===== config.mk =====
export PLATFORM = sky130hd
export DESIGN_NAME = risc16_trace_buffer
export DESIGN_NICKNAME = d
export VERILOG_FILES = /design/src/rtl/risc16_trace_buffer.sv
export SDC_FILE = /design/constraint.sdc
export NUM_CORES = 1
export LEC_CHECK = 0
export ABC_AREA = 0
export CAP_MARGIN = 25
export CORE_MARGIN = 2
export CORE_UTILIZATION = 41
export DETAILED_ROUTE_END_ITERATION = 7
export GPL_TIMING_DRIVEN = 0
export SETUP_SLACK_MARGIN = 0.3
export SYNTH_ARGS = -nofsm -noshare
export SYNTH_HDL_FRONTEND = slang
export SYNTH_SLANG_ARGS = --single-unit

===== constraint.sdc =====
create_clock -name clk -period 3.6 [get_ports clk]
set_input_delay 0.72 -clock clk [delete_from_list [all_inputs] [get_ports clk]]
set_output_delay 0.72 -clock clk [all_outputs]
set_load 0.01 [all_outputs]

===== src/rtl/risc16_trace_buffer.sv =====
`default_nettype none
// ============================================================================
//  Module      : risc16_trace_buffer
//  Description : Execution-trace capture for the RiSC-16 core. Records one
//                entry per retired instruction {we, rdst, wdata, instr, pc}
//                into a circular buffer. A PC-match trigger starts a
//                post-trigger window. Stop and wrap modes set what happens
//                when the buffer is full. The trace is read out through a
//                valid/ready port, oldest entry first.
//  Ports       : clk, rst_n (async, active-low)
//                arm_i / stop_i        run control pulses (arm > stop)
//                mode_wrap_i           1 = overwrite oldest, 0 = stop on full
//                trig_en_i, trig_pc_i  PC-match trigger
//                cap_*_i               retired-instruction capture port
//                rd_valid_o/rd_ready_i/rd_data_o  readout handshake (DONE)
//                count_o, state_o, triggered_o, overflow_o  status
//  Revision    : 1.0  initial release
// ============================================================================
module risc16_trace_buffer #(
    parameter int DATA_W   = 16,
    parameter int DEPTH    = 16,
    parameter int POST_CNT = 4
) (
    input  logic                         clk,
    input  logic                         rst_n,
    input  logic                         arm_i,
    input  logic                         stop_i,
    input  logic                         mode_wrap_i,
    input  logic                         trig_en_i,
    input  logic [DATA_W-1:0]            trig_pc_i,
    input  logic                         cap_valid_i,
    input  logic [DATA_W-1:0]            cap_pc_i,
    input  logic [DATA_W-1:0]            cap_instr_i,
    input  logic                         cap_we_i,
    input  logic [2:0]                   cap_rdst_i,
    input  logic [DATA_W-1:0]            cap_wdata_i,
    output logic                         rd_valid_o,
    input  logic                         rd_ready_i,
    output logic [3*DATA_W+3:0]          rd_data_o,
    output logic [$clog2(DEPTH+1)-1:0]   count_o,
    output logic [1:0]                   state_o,
    output logic                         triggered_o,
    output logic                         overflow_o
);

    localparam int PW = $clog2(DEPTH);
    localparam int CW = $clog2(DEPTH+1);
    localparam int EW = 3*DATA_W+4;
    localparam logic [CW-1:0] FULL_CNT   = CW'(DEPTH);
    localparam logic [CW-1:0] NEAR_FULL  = CW'(DEPTH-1);
    localparam logic [PW-1:0] POST_INIT  = PW'(POST_CNT);
    localparam logic [PW-1:0] POST_LAST  = PW'(1);

    typedef enum logic [1:0] {
        S_IDLE  = 2'd0,
        S_ARMED = 2'd1,
        S_POST  = 2'd2,
        S_DONE  = 2'd3
    } state_t;

    state_t          state_q, state_d;
    logic [PW-1:0]   wr_ptr_q, wr_ptr_d;
    logic [PW-1:0]   rd_ptr_q, rd_ptr_d;
    logic [CW-1:0]   count_q, count_d;
    logic [PW-1:0]   post_q, post_d;
    logic            triggered_q, triggered_d;
    logic            overflow_q, overflow_d;
    logic            wr_en;
    logic            full;
    logic            hit;
    logic [EW-1:0]   mem_q [DEPTH];

    assign full       = (count_q == FULL_CNT);
    assign hit        = trig_en_i && (cap_pc_i == trig_pc_i);
    assign rd_valid_o = (state_q == S_DONE) && (count_q != '0);
    assign rd_data_o  = mem_q[rd_ptr_q];
    assign count_o    = count_q;
    assign state_o    = state_q;
    assign triggered_o = triggered_q;
    assign overflow_o  = overflow_q;

    always_comb begin
        state_d     = state_q;
        wr_ptr_d    = wr_ptr_q;
        rd_ptr_d    = rd_ptr_q;
        count_d     = count_q;
        post_d      = post_q;
        triggered_d = triggered_q;
        overflow_d  = overflow_q;
        wr_en       = 1'b0;

        if (arm_i) begin
            state_d     = S_ARMED;
            wr_ptr_d    = '0;
            rd_ptr_d    = '0;
            count_d     = '0;
            post_d      = '0;
            triggered_d = 1'b0;
            overflow_d  = 1'b0;
        end else begin
            case (state_q)
                S_ARMED, S_POST: begin
                    if (cap_valid_i && full && !mode_wrap_i) begin
                        // Full in stop mode: the capture is dropped.
                        state_d = S_DONE;
                    end else if (cap_valid_i) begin
                        wr_en    = 1'b1;
                        wr_ptr_d = wr_ptr_q + 1'b1;
                        if (full) begin
                            // Wrap: the new entry replaces the oldest one.
                            rd_ptr_d   = rd_ptr_q + 1'b1;
                            overflow_d = 1'b1;
                        end else begin
                            count_d = count_q + 1'b1;
                        end
                        if (stop_i) begin
                            state_d = S_DONE;
                        end else begin
                            if (state_q == S_ARMED && hit) begin
                                triggered_d = 1'b1;
                                if (POST_CNT == 0) begin
                                    state_d = S_DONE;
                                end else begin
                                    state_d = S_POST;
                                    post_d  = POST_INIT;
                                end
                            end else if (state_q == S_POST) begin
                                post_d = post_q - 1'b1;
                                if (post_q == POST_LAST) state_d = S_DONE;
                            end
                            // In stop mode, stop on the edge the buffer fills.
                            if (!mode_wrap_i && count_q == NEAR_FULL) state_d = S_DONE;
                        end
                    end else if (stop_i) begin
                        state_d = S_DONE;
                    end
                end
                S_DONE: begin
                    if (rd_valid_o && rd_ready_i) begin
                        rd_ptr_d = rd_ptr_q + 1'b1;
                        count_d  = count_q - 1'b1;
                    end
                end
                default: ;
            endcase
        end
    end

    always_ff @(posedge clk or negedge rst_n) begin
        if (!rst_n) begin
            state_q     <= S_IDLE;
            wr_ptr_q    <= '0;
            rd_ptr_q    <= '0;
            count_q     <= '0;
            post_q      <= '0;
            triggered_q <= 1'b0;
            overflow_q  <= 1'b0;
        end else begin
            state_q     <= state_d;
            wr_ptr_q    <= wr_ptr_d;
            rd_ptr_q    <= rd_ptr_d;
            count_q     <= count_d;
            post_q      <= post_d;
            triggered_q <= triggered_d;
            overflow_q  <= overflow_d;
        end
    end

    // Trace storage is not reset; count and pointers define valid content.
    always_ff @(posedge clk) begin
        if (wr_en) begin
            mem_q[wr_ptr_q] <= {cap_we_i, cap_rdst_i, cap_wdata_i, cap_instr_i, cap_pc_i};
        end
    end

endmodule
`default_nettype wire

==> results.md <==
- Synthesis-to-finish area growth: 22.0%
- Hold_ws: around 0.41 ns
- Seq cells post-synth: 853
- Mapped Nets: 1440
- Util after Layout: 50.7%
- Largest family of logic cells by synthesized area: multiplexers
- Critical path required time: between 2 and 3 ns
- H-tree levels: 3
- Fillers: 6170
- Yosys warns: 0
- Max IR drop VDD: 444 uV
- Post-route clock period utilization: 102%
- WL final: between 80000 and 90000 um
- Total power: 21.4 mW
- Fin. max-slew vios: 0
- RSZ-0062 raised after global routing: yes
- PwrDens: approximately 530 nW/um^2
- Cell Area, Synth: between 30000 and 40000 um^2
- Slowest stage cell, crit path: mux4_2
- Status: finished with violations
- # diodes: 0
- RR Startpoint: state_o[0]
- CTS Buf Count: 87
- Lkg Pwr: 12.5 nW
- CP Launch Type: register
- Crit path arrival time: approximately 3 ns
- Row count: 103
- Gpl congestion: 0.744
- Worst-Margin Slew: about 0.79 ns
- Sequential fraction of the synthesis area: between 70% and 80%
- Post-Synth XOR/XNOR Area: less than 1%
- Final Setup Violations: 17
- Commonest cells after routing, fill and taps aside: 832 x edfxtp_1, 260 x mux4_2, 92 x clkbuf_16
- Setup ws final: -0.0680 ns
- Most common cell after layout, fill and taps aside: edfxtp_1
- Clock Pin Slew Worst Setup and Hold Paths: 0.06 ns
- DIE AREA: about 83000 um^2
- DP HPWL: ~44000 um
- Adder-cell area share of the yosys netlist: 0.555%
- Layout cells sized above 1: between 30% and 40%
- Relative slew slack: between 40% and 50%
- Worst reg-to-reg setup slack: approximately 0.55 ns
- Post-synthesis simple-gate area fraction: under 10%
- Initial antenna violation count: 2
- FMAX: 273 MHz
- Max-cap viol count: 0
- Mux share of post-synthesis cell area: around 18%
- Worst Setup Path Type: register to output pin
- Clock skew: between 0.02 and 0.03 ns
- CP Cell Sequence: clkbuf_16 -> buf_12 -> buf_4 -> buf_12 -> buf_4 -> mux4_2 -> mux4_2 -> buf_4
- Fin. Hold Viols: 0
- Most frequent CP cell: buf_4
- Cell family with most CP delay: multiplexers
- Die X-Extent: 287 um
- Drt via density: roughly 5.7
- Root Buffer: clkbuf_16
- Endpoint of the worst-slack reg-to-reg timing path: mem_q[0][19]
- Overall global routing resource usage: between 10% and 20%
- Final min period: about 3.7 ns
- Number of port buffers: 137
- Core area: 79300 um^2
- Vias in the first global route: ~16000
- Synth async-reset ratio: around 2.5%
- Antenna Nets Post-Route: 0
- Largest stage delay, worst path: 0.52 ns
- TritonRoute pass-1 iters: 7
- Post-synth EDFFs: about 830
- CTS tree: yes
- Post-Synthesis Cells: between 1000 and 1500
- Setup crit end kind: output pin
- Die Y: 287 um
- Post-route DRC: 0
- Fin nets: approximately 1700
- Global-route wire length before repair: roughly 120000 um
- Failing checks: negative setup slack
- DR WL/cell: between 20 and 30 um
- Via count: roughly 16000
- IO Pins: 138
- Buf/Inv on CP: 6
- Tightest Hold Check Type: input port to asynchronous set/reset pin
- Starting Density: between 40% and 50%
- Clock sink total: ~850
- Netlist cell types: 50
- Top FF cell, synth: edfxtp_1
- Clock Latency Late Sink: roughly 0.64 ns
- Clock Path Buffers: 3
- CP max FO: 8
- Global route overflow: 0
- R2R cell count: 7
- Synth Area per Inst: 24.4 um^2
- Largest net degree at the start of global routing: 41
- DR iter-0 viols: approximately 1800
- Crit path from: rd_ptr_q[0]
- Complex-gate fraction of the synthesized area: 0.764%
## layout make-up
type,instances,area (um^2),area share [%]
plain buffers,63,763,1.90
clock buffers,102,2230,5.56
clock inverters,58,609,1.52
inverters,14,52.6,0.131
multi-input cells,426,7120,17.7
flip-flops and latches,853,25500,63.5
well taps,1050,1310,3.27
repair buffers,200,2570,6.40
## worst max-delay path by stage
stage | end | slack [ns] | depth (start not counted)
global route | rd_data_o[27] | -0.11 | 8
detailed placement | rd_data_o[51] | -0.62 | 5
finish | rd_data_o[3] | -0.07 | 8
CTS | rd_data_o[37] | -0.16 | 7
floorplan | mem_q[12][0] | 0.42 | 5
global placement | mem_q[15][25] | -1.82 | 4
## per-layer routing
layer,vias up,routed length (um),GRT usage [%]
met5,-,26,0
met4,4,1480,4.93
met3,105,6110,3.64
met2,663,39900,32.0
met1,8580,33900,27.8
li1,6445,-,-
## per-stage QoR
stage | std cells | setup slack [ns] | area, um^2 | TNS (ns)
2_1_floorplan | 1350 | 0.418 | 32900 | 0
3_3_place_gp | 2537 | -1.82 | 35600 | -756.27
3_5_place_dp | 2558 | -0.624 | 36100 | -48.03
4_1_cts | 2747 | -0.156 | 39900 | -2.62
5_1_grt | 2766 | -0.115 | 40200 | -2.14
6_report | 2766 | -0.0680 | 40200 | -0.444
## Yosys cell counts (2+ instances only)
cell,n,area [um^2]
a211oi_1,2,15.0
a211oi_2,2,25.0
a21oi_1,10,50.1
a31oi_1,3,18.8
and2_1,12,75.1
and3_1,3,18.8
and4_1,4,35.0
buf_1,8,30.0
buf_2,3,15.0
buf_4,14,105
buf_6,8,90.1
clkbuf_1,30,113
dfrtp_1,21,526
edfxtp_1,832,25000
ha_1,13,163
inv_1,14,52.6
mux2i_1,3,30.0
mux4_2,260,5860
nand2_1,6,22.5
nand2b_1,2,12.5
nand3_1,6,30.0
nand4_1,3,18.8
nor2_1,22,82.6
nor2b_1,5,31.3
nor3_1,5,25.0
nor3b_1,2,15.0
nor4_1,5,31.3
o211ai_1,2,15.0
o21a_1,2,15.0
o21ai_0,5,25.0
or2_2,2,12.5
or2b_2,2,17.5
xnor2_1,6,52.6
xor2_1,17,149
## registers in the layout (all words and copies together) (netlist names)
signal	flops
overflow_o	1
state_o	2
wr_ptr_q	4
rd_ptr_q	4
post_q	4
count_o	5
mem_q	832
triggered_o	1
## logic make-up (layout without fill, tap and decap cells)
family	Yosys count	in the layout
buffers and inverters	77	437
XOR/XNOR	23	23
flip-flops	853	853
AND/OR/NAND/NOR	84	90
AO/OA/AOI/OAI	36	36
adder cells (fa/ha/maj)	14	14
multiplexers	263	263
## where the power goes
part | internal (mW) | switching (mW)
clock network | 5.25 | 3.77
registers | 11.0 | 0.0484
logic | 0.674 | 0.652
## what timing repair did
action / CTS / global route
cloned: 10 / 6
hold buffers: 0 / 0
gates resized for setup: 373 / 29
pin swaps: 4 / 1
endpoints found under the setup margin: 251 / 138
buffers inserted: 19 / 12
Note: power is estimated with default switching activity, not from simulation.
